--- src/rtl/e_finder_pkg.sv ---
// rtl/e_finder_pkg.sv - shared FSM states, default widths and bench timeout helper for e_finder_param
package e_finder_pkg;

  typedef enum logic [2:0] {
    IDLE,
    NEXT_K,
    FIND_DIV,
    STRIP,
    MUL,
    DONE
  } state_t;

  localparam int BOUND_W_DEF = 8;
  localparam int E_W_DEF     = 65;

  function automatic int timeout_bound(input int b);
    return b * b + 16;
  endfunction

endpackage

--- src/rtl/e_finder_param_pp_detector.sv ---
// rtl/e_finder_param_pp_detector.sv - walks k=2..B and reports whether k is a power of a prime base d
module pp_detector
  import e_finder_pkg::*;
#(
  parameter int BOUND_W = BOUND_W_DEF
) (
  input  logic               clk,
  input  logic               rst_n,
  input  logic               init,
  input  logic [BOUND_W-1:0] boundary,
  input  state_t             state,
  input  logic               k_inc,
  output logic               k_over,
  output logic               div_found,
  output logic               valid,
  output logic               is_pp,
  output logic [BOUND_W:0]   base
);

  localparam int CW = BOUND_W + 1;

  logic [CW-1:0]   k, d, r, b_q;
  logic [CW-1:0]   d_safe, k_mod, r_mod, r_div;
  logic [2*CW-1:0] d_sq, k_ext;
  logic            d_past_root;

  // d is only zero outside FIND_DIV/STRIP; the guard keeps the dividers well defined
  always_comb begin
    d_safe      = (d == '0) ? CW'(1) : d;
    k_mod       = k % d_safe;
    r_mod       = r % d_safe;
    r_div       = r / d_safe;
    d_sq        = {{CW{1'b0}}, d} * {{CW{1'b0}}, d};
    k_ext       = {{CW{1'b0}}, k};
    d_past_root = d_sq > k_ext;
    k_over      = k > b_q;
    div_found   = (state == FIND_DIV) && (d_past_root || (k_mod == '0));
    valid       = (state == STRIP) && ((r == CW'(1)) || (r_mod != '0));
    is_pp       = (r == CW'(1));
    base        = d;
  end

  always_ff @(posedge clk or negedge rst_n) begin
    if (!rst_n) begin
      k   <= '0;
      d   <= '0;
      r   <= '0;
      b_q <= '0;
    end else if (init) begin
      k   <= CW'(2);
      b_q <= {1'b0, boundary};
    end else begin
      if (k_inc) k <= k + CW'(1);
      case (state)
        NEXT_K: begin
          if (!k_over) begin
            d <= CW'(2);
            r <= k;
          end
        end
        FIND_DIV: begin
          if (d_past_root)       d <= k;
          else if (k_mod != '0)  d <= d + CW'(1);
        end
        STRIP: begin
          if (!valid) r <= r_div;
        end
        default: ;
      endcase
    end
  end

endmodule

--- src/rtl/e_finder_param.sv ---
// rtl/e_finder_param.sv - E = lcm(1..B) with start/busy/done handshake; E_FINDER_STATS_EN adds mul/cycle counters
module e_finder_param
  import e_finder_pkg::*;
#(
  parameter int BOUND_W = BOUND_W_DEF,
  parameter int E_W     = E_W_DEF
) (
  input  logic               clk,
  input  logic               rst_n,
  input  logic               start,
  input  logic [BOUND_W-1:0] boundary,
  output logic               busy,
  output logic               done,
  output logic               overflow,
  output logic [E_W-1:0]     e
`ifdef E_FINDER_STATS_EN
  ,
  output logic [BOUND_W-1:0] mul_count,
  output logic [31:0]        cycle_count
`endif
);

  localparam int PW = E_W + BOUND_W + 1;

  state_t           state, state_nxt;
  logic             accept, k_inc, mul_ovf;
  logic             k_over, div_found, valid, is_pp;
  logic [BOUND_W:0] base;
  logic [PW-1:0]    prod;

  pp_detector #(.BOUND_W(BOUND_W)) u_pp (
    .clk       (clk),
    .rst_n     (rst_n),
    .init      (accept),
    .boundary  (boundary),
    .state     (state),
    .k_inc     (k_inc),
    .k_over    (k_over),
    .div_found (div_found),
    .valid     (valid),
    .is_pp     (is_pp),
    .base      (base)
  );

  // base never exceeds B, so any bit at or above E_W means E no longer fits
  always_comb begin
    prod    = {{(BOUND_W + 1){1'b0}}, e} * {{E_W{1'b0}}, base};
    mul_ovf = |prod[PW-1:E_W];
  end

  always_comb begin
    state_nxt = state;
    accept    = 1'b0;
    k_inc     = 1'b0;
    case (state)
      IDLE, DONE: begin
        if (start) begin
          accept    = 1'b1;
          state_nxt = NEXT_K;
        end
      end
      NEXT_K:   state_nxt = k_over ? DONE : FIND_DIV;
      FIND_DIV: if (div_found) state_nxt = STRIP;
      STRIP: begin
        if (valid) begin
          state_nxt = is_pp ? MUL : NEXT_K;
          k_inc     = !is_pp;
        end
      end
      MUL: begin
        state_nxt = mul_ovf ? DONE : NEXT_K;
        k_inc     = !mul_ovf;
      end
      default: state_nxt = IDLE;
    endcase
    busy = (state == NEXT_K) || (state == FIND_DIV) || (state == STRIP) || (state == MUL);
    done = (state == DONE);
  end

  always_ff @(posedge clk or negedge rst_n) begin
    if (!rst_n) begin
      state    <= IDLE;
      e        <= E_W'(1);
      overflow <= 1'b0;
    end else begin
      state <= state_nxt;
      if (accept) begin
        e        <= E_W'(1);
        overflow <= 1'b0;
      end else if (state == MUL) begin
        if (mul_ovf) overflow <= 1'b1;
        else         e        <= prod[E_W-1:0];
      end
    end
  end

`ifdef E_FINDER_STATS_EN
  always_ff @(posedge clk or negedge rst_n) begin
    if (!rst_n) begin
      mul_count   <= '0;
      cycle_count <= '0;
    end else if (accept) begin
      mul_count   <= '0;
      cycle_count <= '0;
    end else begin
      if (state == MUL)               mul_count   <= mul_count + BOUND_W'(1);
      if (busy && cycle_count != '1)  cycle_count <= cycle_count + 32'd1;
    end
  end
`endif

endmodule

--- config.mk ---
export PLATFORM = sky130hd
export DESIGN_NAME = e_finder_param
export DESIGN_NICKNAME = d
export VERILOG_FILES = /design/src/rtl/e_finder_pkg.sv /design/src/rtl/e_finder_param_pp_detector.sv /design/src/rtl/e_finder_param.sv
export SDC_FILE = /design/constraint.sdc
export NUM_CORES = 2
export LEC_CHECK = 0
export ABC_AREA = 1
export CAP_MARGIN = 20
export CELL_PAD_IN_SITES_DETAIL_PLACEMENT = 0
export CELL_PAD_IN_SITES_GLOBAL_PLACEMENT = 2
export CORE_MARGIN = 3
export CORE_UTILIZATION = 41
export CTS_BUF_LIST = sky130_fd_sc_hd__clkbuf_16
export CTS_CLUSTER_SIZE = 10
export DETAILED_ROUTE_END_ITERATION = 16
export GPL_TIMING_DRIVEN = 0
export MAX_ROUTING_LAYER = met4
export PLACE_DENSITY = 0.93
export RECOVER_POWER = 50
export SLEW_MARGIN = 10
export SYNTH_ARGS = -nofsm -noshare
export SYNTH_HDL_FRONTEND = slang
export SYNTH_SLANG_ARGS = --single-unit
--- constraint.sdc ---
create_clock -name clk -period 17.7 [get_ports clk]
set_clock_uncertainty 0.05 [all_clocks]
set_input_delay 5.31 -clock clk [delete_from_list [all_inputs] [get_ports clk]]
set_output_delay 5.31 -clock clk [all_outputs]
set_load 0.01 [all_outputs]
# [After elaboration in Yosys (flattened, before gate mapping)]
# Index checks and enable logic that the tools add are counted.
[op_classes] eq_ne=13 n_lt_le_gt_ge=2 div=3 bitwise=1 muxes=27 n_reduce_logical=26 add_sub_neg=2 multipliers=2
[op_table] cell="$mux 65" count=3
[op_table] cell="$mul 65x9->74" count=1
[op_table] cell="$mux 9" count=8
[op_table] cell="$pmux 9 s2" count=2
[op_table] cell="$add 9x1->9 const B" count=2
[op_table] cell="$gt 18x9->1" count=1
[op_table] cell="$logic_not 9->1" count=2
[op_table] cell="$mod 9x9->9" count=2
[op_table] cell="$mul 9x9->18" count=1
[op_table] cell="$mux 3" count=6
[op_table] cell="$reduce_bool 9->1" count=2
[op_table] cell="$pmux 3 s5" count=1
[op_table] cell="$ne 2x2->1 const B" count=5
[op_table] cell="$reduce_bool 2->1" count=5
[op_table] cell="$div 9x9->9" count=1
[op_table] cell="$eq 9x1->1 const B" count=1
[op_table] cell="$gt 9x8->1" count=1
[op_table] cell="$reduce_or 9->1" count=1
[op_table] cell="$reduce_and 4->1" count=2
[op_table] cell="$eq 3x2->1 const B" count=2
[op_table] cell="$eq 3x3->1 const B" count=2
[op_table] cell="$mux 1" count=6
[op_table] cell="$logic_or 1x1->1" count=5
[op_table] cell="$reduce_and 2->1" count=2
[op_table] cell="other kinds (10)" count=12
[word_totals] register_bits=104 wordCells=83 input_bits=11

# [Longest topological paths before layout]
[logic_depth] word_depth=10 ltp_mapped=99 depth_no_buf=97

# [By module]
# From an unflattened synthesis, not the netlist that was laid out.
[hier_totals] hier_cells=4855 area_unflattened_um2=32443.6
[by_module_without_submodules] mod="e_finder_param" seq_area_each_um2=1727.9 instances=1 cells_each=3413 area_per_inst_um2=23216.0
[by_module_without_submodules] mod="pp_detector" seq_area_each_um2=875.8 instances=1 cells_each=1442 area_per_inst_um2=9227.6

# [Least setup slack after synthesis]
# OpenSTA, ideal clock, no wires.
[synth_path] path_kind="register to register" startpoint="register u_pp.d[1] (netlist: u_pp.base[1])" endpoint="register u_pp.k[7]" slack_ns=5.817 required_ns=17.534 path_buffers=4 arrival_time_ns=11.717 stages_incl_launch_ff=92 period_less_slack_ns=11.883 path_cell_list="dfrtp_1 -> clkbuf_1 -> clkbuf_1 -> inv_1 -> ha_1 -> nand2_1 -> nor2_1 -> nand2_1 -> nand2_1 -> inv_1 -> ha_1 -> nor2_1 -> nor3_1 -> nand2_1 -> nand2_1 -> nand2_1 -> inv_1 -> ha_1 -> [56 not listed] -> ha_1 -> a21oi_1 -> nand2_1 -> nand4_1 -> nand3_1 -> nand2_1 -> nand3_1 -> a21oi_1 -> nand4_1 -> nor2_1 -> nand4_1 -> nand2_1 -> nand2_1 -> nand2_1 -> buf_6 -> nand2_2 -> nand2_1 -> nand2_1"
[synth_via] elab_chain_len=9
[synth_lines] element="start, declared" line="e_finder_param_pp_detector.sv:22" rtl="logic [CW-1:0] k, d, r, b_q;"
[synth_lines] element="start signal, assigned" line="e_finder_param_pp_detector.sv:62" rtl="if (d_past_root) d <= k;"
[synth_lines] element="start signal, assigned" line="e_finder_param_pp_detector.sv:63" rtl="else if (k_mod != '0) d <= d + CW'(1);"
[synth_lines] element="$logic_not 9->1" line="e_finder_param_pp_detector.sv:29" rtl="d_safe = (d == '0) ? CW'(1) : d;"
[synth_lines] element="$mux 9" line="e_finder_param_pp_detector.sv:29"
[synth_lines] element="$mod 9x9->9" line="e_finder_param_pp_detector.sv:31" rtl="r_mod = r % d_safe;"
[synth_lines] element="$reduce_bool 9->1" line="e_finder_param_pp_detector.sv:38" rtl="valid = (state == STRIP) && ((r == CW'(1)) || (r_mod != '0));"
[synth_lines] element="$logic_or 1x1->1" line="e_finder_param_pp_detector.sv:38"
[synth_lines] element="$logic_and 1x1->1" line="e_finder_param_pp_detector.sv:38"
[synth_lines] element="$mux 1" line="e_finder_param.sv:65" rtl="if (valid) begin"
[synth_lines] element="$pmux 1 s2 *" line="e_finder_param.sv:55" rtl="case (state)"
[synth_lines] element="$reduce_bool 2->1 (no source line) *"
[synth_lines] element="end signal, assigned" line="e_finder_param_pp_detector.sv:53" rtl="if (k_inc) k <= k + CW'(1);"
[synth_lines] element="end, declared" line="e_finder_param_pp_detector.sv:22"
# Mark *: on every way between the ends. The rest lies on a longest branch, timed or not.
# A chain may end at the register's enable or synchronous reset.

# [Worst setup path in the final report]
# Ends and elaborated chain as after synthesis.

==> metrics.md <==
| Metric | Value |
|---|---|
| Status | `complete, but fails checks` |
| Violated checks | `max-capacitance violations, max-slew violations` |
| Setup bufs post-CTS | `0` |
| Io pins | `79` |
| Max Cap Viol | `2` |
| Clock root cell | `clkbuf_16` |
| Clock Path Buffers | `2` |
| Fmax | `62.9 MHz` |
| Initial Util | `a little over two fifths` |
| Arr. time, crit path | `16.15 ns` |
| Largest net degree at the start of global routing | `76` |
| Critical-path top delay cell | `inv_1` |
| Max Used Layer | `met4` |
| CP Max Fanout | `16` |
| CTS clk-pin slew, worst paths | `around 0.11 ns` |
| Via count | `26900` |
| Synth top area share | `about a third` |
| Mean cell area of the mapped netlist | `7.25 sq um` |
| Tcrit/Tclk final | `89.8%` |
| PostCTS Resize Cnt | `0` |
| Fraction of layout cells with a size suffix above 1 | `5.36%` |
| DR pass1 iterations | `5` |
| DP HPWL | `between 80000 and 90000 um` |
| Setup CP Type | `reg -> reg` |
| GRT overflow | `0` |
| Initial DRC count | `approximately 1600` |
| Worst-Skew Late Latency | `0.43 ns` |
| Antenna diodes | `0` |
| Pre-CTS WS | `1.93 ns` |
| GPL Wtd Cong | `approximately 0.94` |
| Worst setup SP type | `flop` |
| Detailed-route DRC error count | `0` |
| Hold buffer count at cts | `0` |
| CTS tree | `yes` |
| RSZ-0062 raised after global routing | `false` |
| Post-Route M1 WL | `43400 um` |
| Fin crit period | `15.89 ns` |
| TritonCTS Buffers | `9` |
| Initial antenna violation count | `2` |
| Vias in the first global route | `27700` |
| Synth cell types | `60` |
| Die Area | `roughly 78000 sq um` |
| WL per Instance | `approximately 19 um` |
| Post-synth top area cell | `fa_1` |
| Most frequent cell after synthesis | `nand2_1` |
| Mapped Nets | `approximately 5000` |
| Die width | `279 um` |
| Number of flops mapped to enable cells by yosys | `0` |
| Post-DRT Antenna Nets | `0` |
| Hold/Removal Path Class | `reg -> reg` |
| Setup-failing EPs final | `0` |
| Vias per inst | `5.10` |
| Final hold violations | `0` |
| Total Routed Length | `98100 um` |
| Worst-Margin Slew | `about 4.8 ns` |
| Critical path endpoint category | `flop` |
| Register area share after synthesis | `under 10%` |
| Mapped Cells | `4211` |
| #FFs+latches synth | `104` |
| Ys flop type | `dfrtp_1` |
| Routed length on met3 | `4250 um` |
| YS warnings | `0` |
| Worst path required time | `17.95 ns` |
| FP Rows | `99` |
| CP max stage delay | `0.71 ns` |
| CTS Sinks | `about 100` |
| Number of port buffers | `78` |
| Final setup TNS | `0 ns` |
| Fin. max-slew vios | `107` |
| Post-Syn Area | `30500 sq um` |
| H-tree Lvls | `3` |
| Top cells by count, synth | `nand2_1, inv_1, fa_1` |
| First-pass GRT wire length | `157000 um` |
| Slew margin rel. | `-218%` |
| Core Area | `73300 sq um` |
| Crit path top cell by count | `nand2_1` |
| Die Ht | `about 280 um` |
| P&R area growth vs syn | `7.58%` |
| Ranking of synthesized cells by area | `fa_1, nand2_1, inv_1, ha_1, dfrtp_1` |
| Post-route setup slack | `1.81 ns` |
| DR WL met2 | `48000 um` |
| GRT Total Usage | `26.6%` |
| Async set-or-reset flop fraction in the synthesized netlist | `100%` |
| Total Nets Final | `5032` |
[layer usage]
layer | GRT usage, % | vias up
met4 | 6.81 | 0
met5 | - | -
li1 | - | 13000
met3 | 2.37 | 109
met1 | 34.4 | 13100
met2 | 45.3 | 665
[worst max-delay path: cells and delay by family (launching register included)]
kind,cells,cell delay [ns]
buf+inv,14,3.43
compound gates,14,2.93
simple gates,52,5.76
flops,1,0.48
fa+ha+maj,10,3.10
[state kept, by name, summed over array words and instances, names as in the netlist]
signal and count:
u_pp.r 9, u_pp.b_q 8, state 3, e 65, u_pp.k 9, u_pp.base 9
overflow 1
[cell usage in the layout, fill, tap and decap left out, types with 8 or more instances in the layout]
master and count:
a21o_1 8, buf_1 21, fa_1 478, nor2_1 179, buf_2 46, nand2_1 1195, inv_2 22, inv_1 836
dlygate4sd3_1 34, a31oi_1 22, xnor2_1 57, or2_2 23, o21ai_2 19, nand4_1 32, dfrtp_1 103, and2_1 12
nand2_2 27, o211ai_1 16, buf_4 8, xor2_1 80, o21ai_1 52, o21bai_1 23, clkbuf_16 9, nand3b_1 9
a21oi_2 8, nor3_1 26, clkbuf_1 94, nand3_2 16, nor4_1 10, ha_1 240, a21oi_1 186, o21a_1 12
clkdlybuf4s50_1 43, buf_6 8, o21ai_0 138, nor2_2 13, nand3_1 145
[stage by stage]
stage                     hold WS [ns]  cells  utilization, %  area (sq um)
after global routing             0.484   5267            44.8         32900
final                            0.440   5267            44.8         32900
after global placement           0.414   5248            44.3         32500
after CTS                        0.440   5266            44.8         32900
after floorplan                  0.398   4211               -         30500
after detailed placement         0.421   5250            44.4         32600
[logic make-up after synthesis]
group	share of synthesized area [%]
adder cells (fa/ha/maj)	41.2
AO/OA/AOI/OAI	9.58
flip-flops	8.53
AND/OR/NAND/NOR	23.5
buffers and inverters	13.3
XOR/XNOR	3.93
[final cells by class]
type / count / area [sq um]
plain buffers: 177 / 840
clock buffers: 9 / 225
clock inverters: 7 / 80.1
fillers: 7702 / 40500
inverters: 860 / 3230
multi-input cells: 3070 / 23900
flip-flops and latches: 104 / 2600
well taps: 959 / 1200
repair buffers: 81 / 808
[final timing paths]
| path | start | endpoint | slack, ns | cells after the start |
|---|---|---|---|---|
| min reg2reg | u_pp.b_q[0] | u_pp.b_q[0] | 0.44 | 2 |
| max | u_pp.base[1] | u_pp.k[7] | 1.81 | 90 |
| max reg2reg | u_pp.base[1] | u_pp.k[7] | 1.81 | 90 |
| max in group asynchronous | rst_n | e[51] | 6.87 | 2 |
| min | u_pp.b_q[0] | u_pp.b_q[0] | 0.44 | 2 |
| min in group asynchronous | rst_n | u_pp.k[8] | 5.37 | 1 |
Power is not shown: default switching activity piles up to over one toggle a cycle in this logic, so the estimate is an artifact.
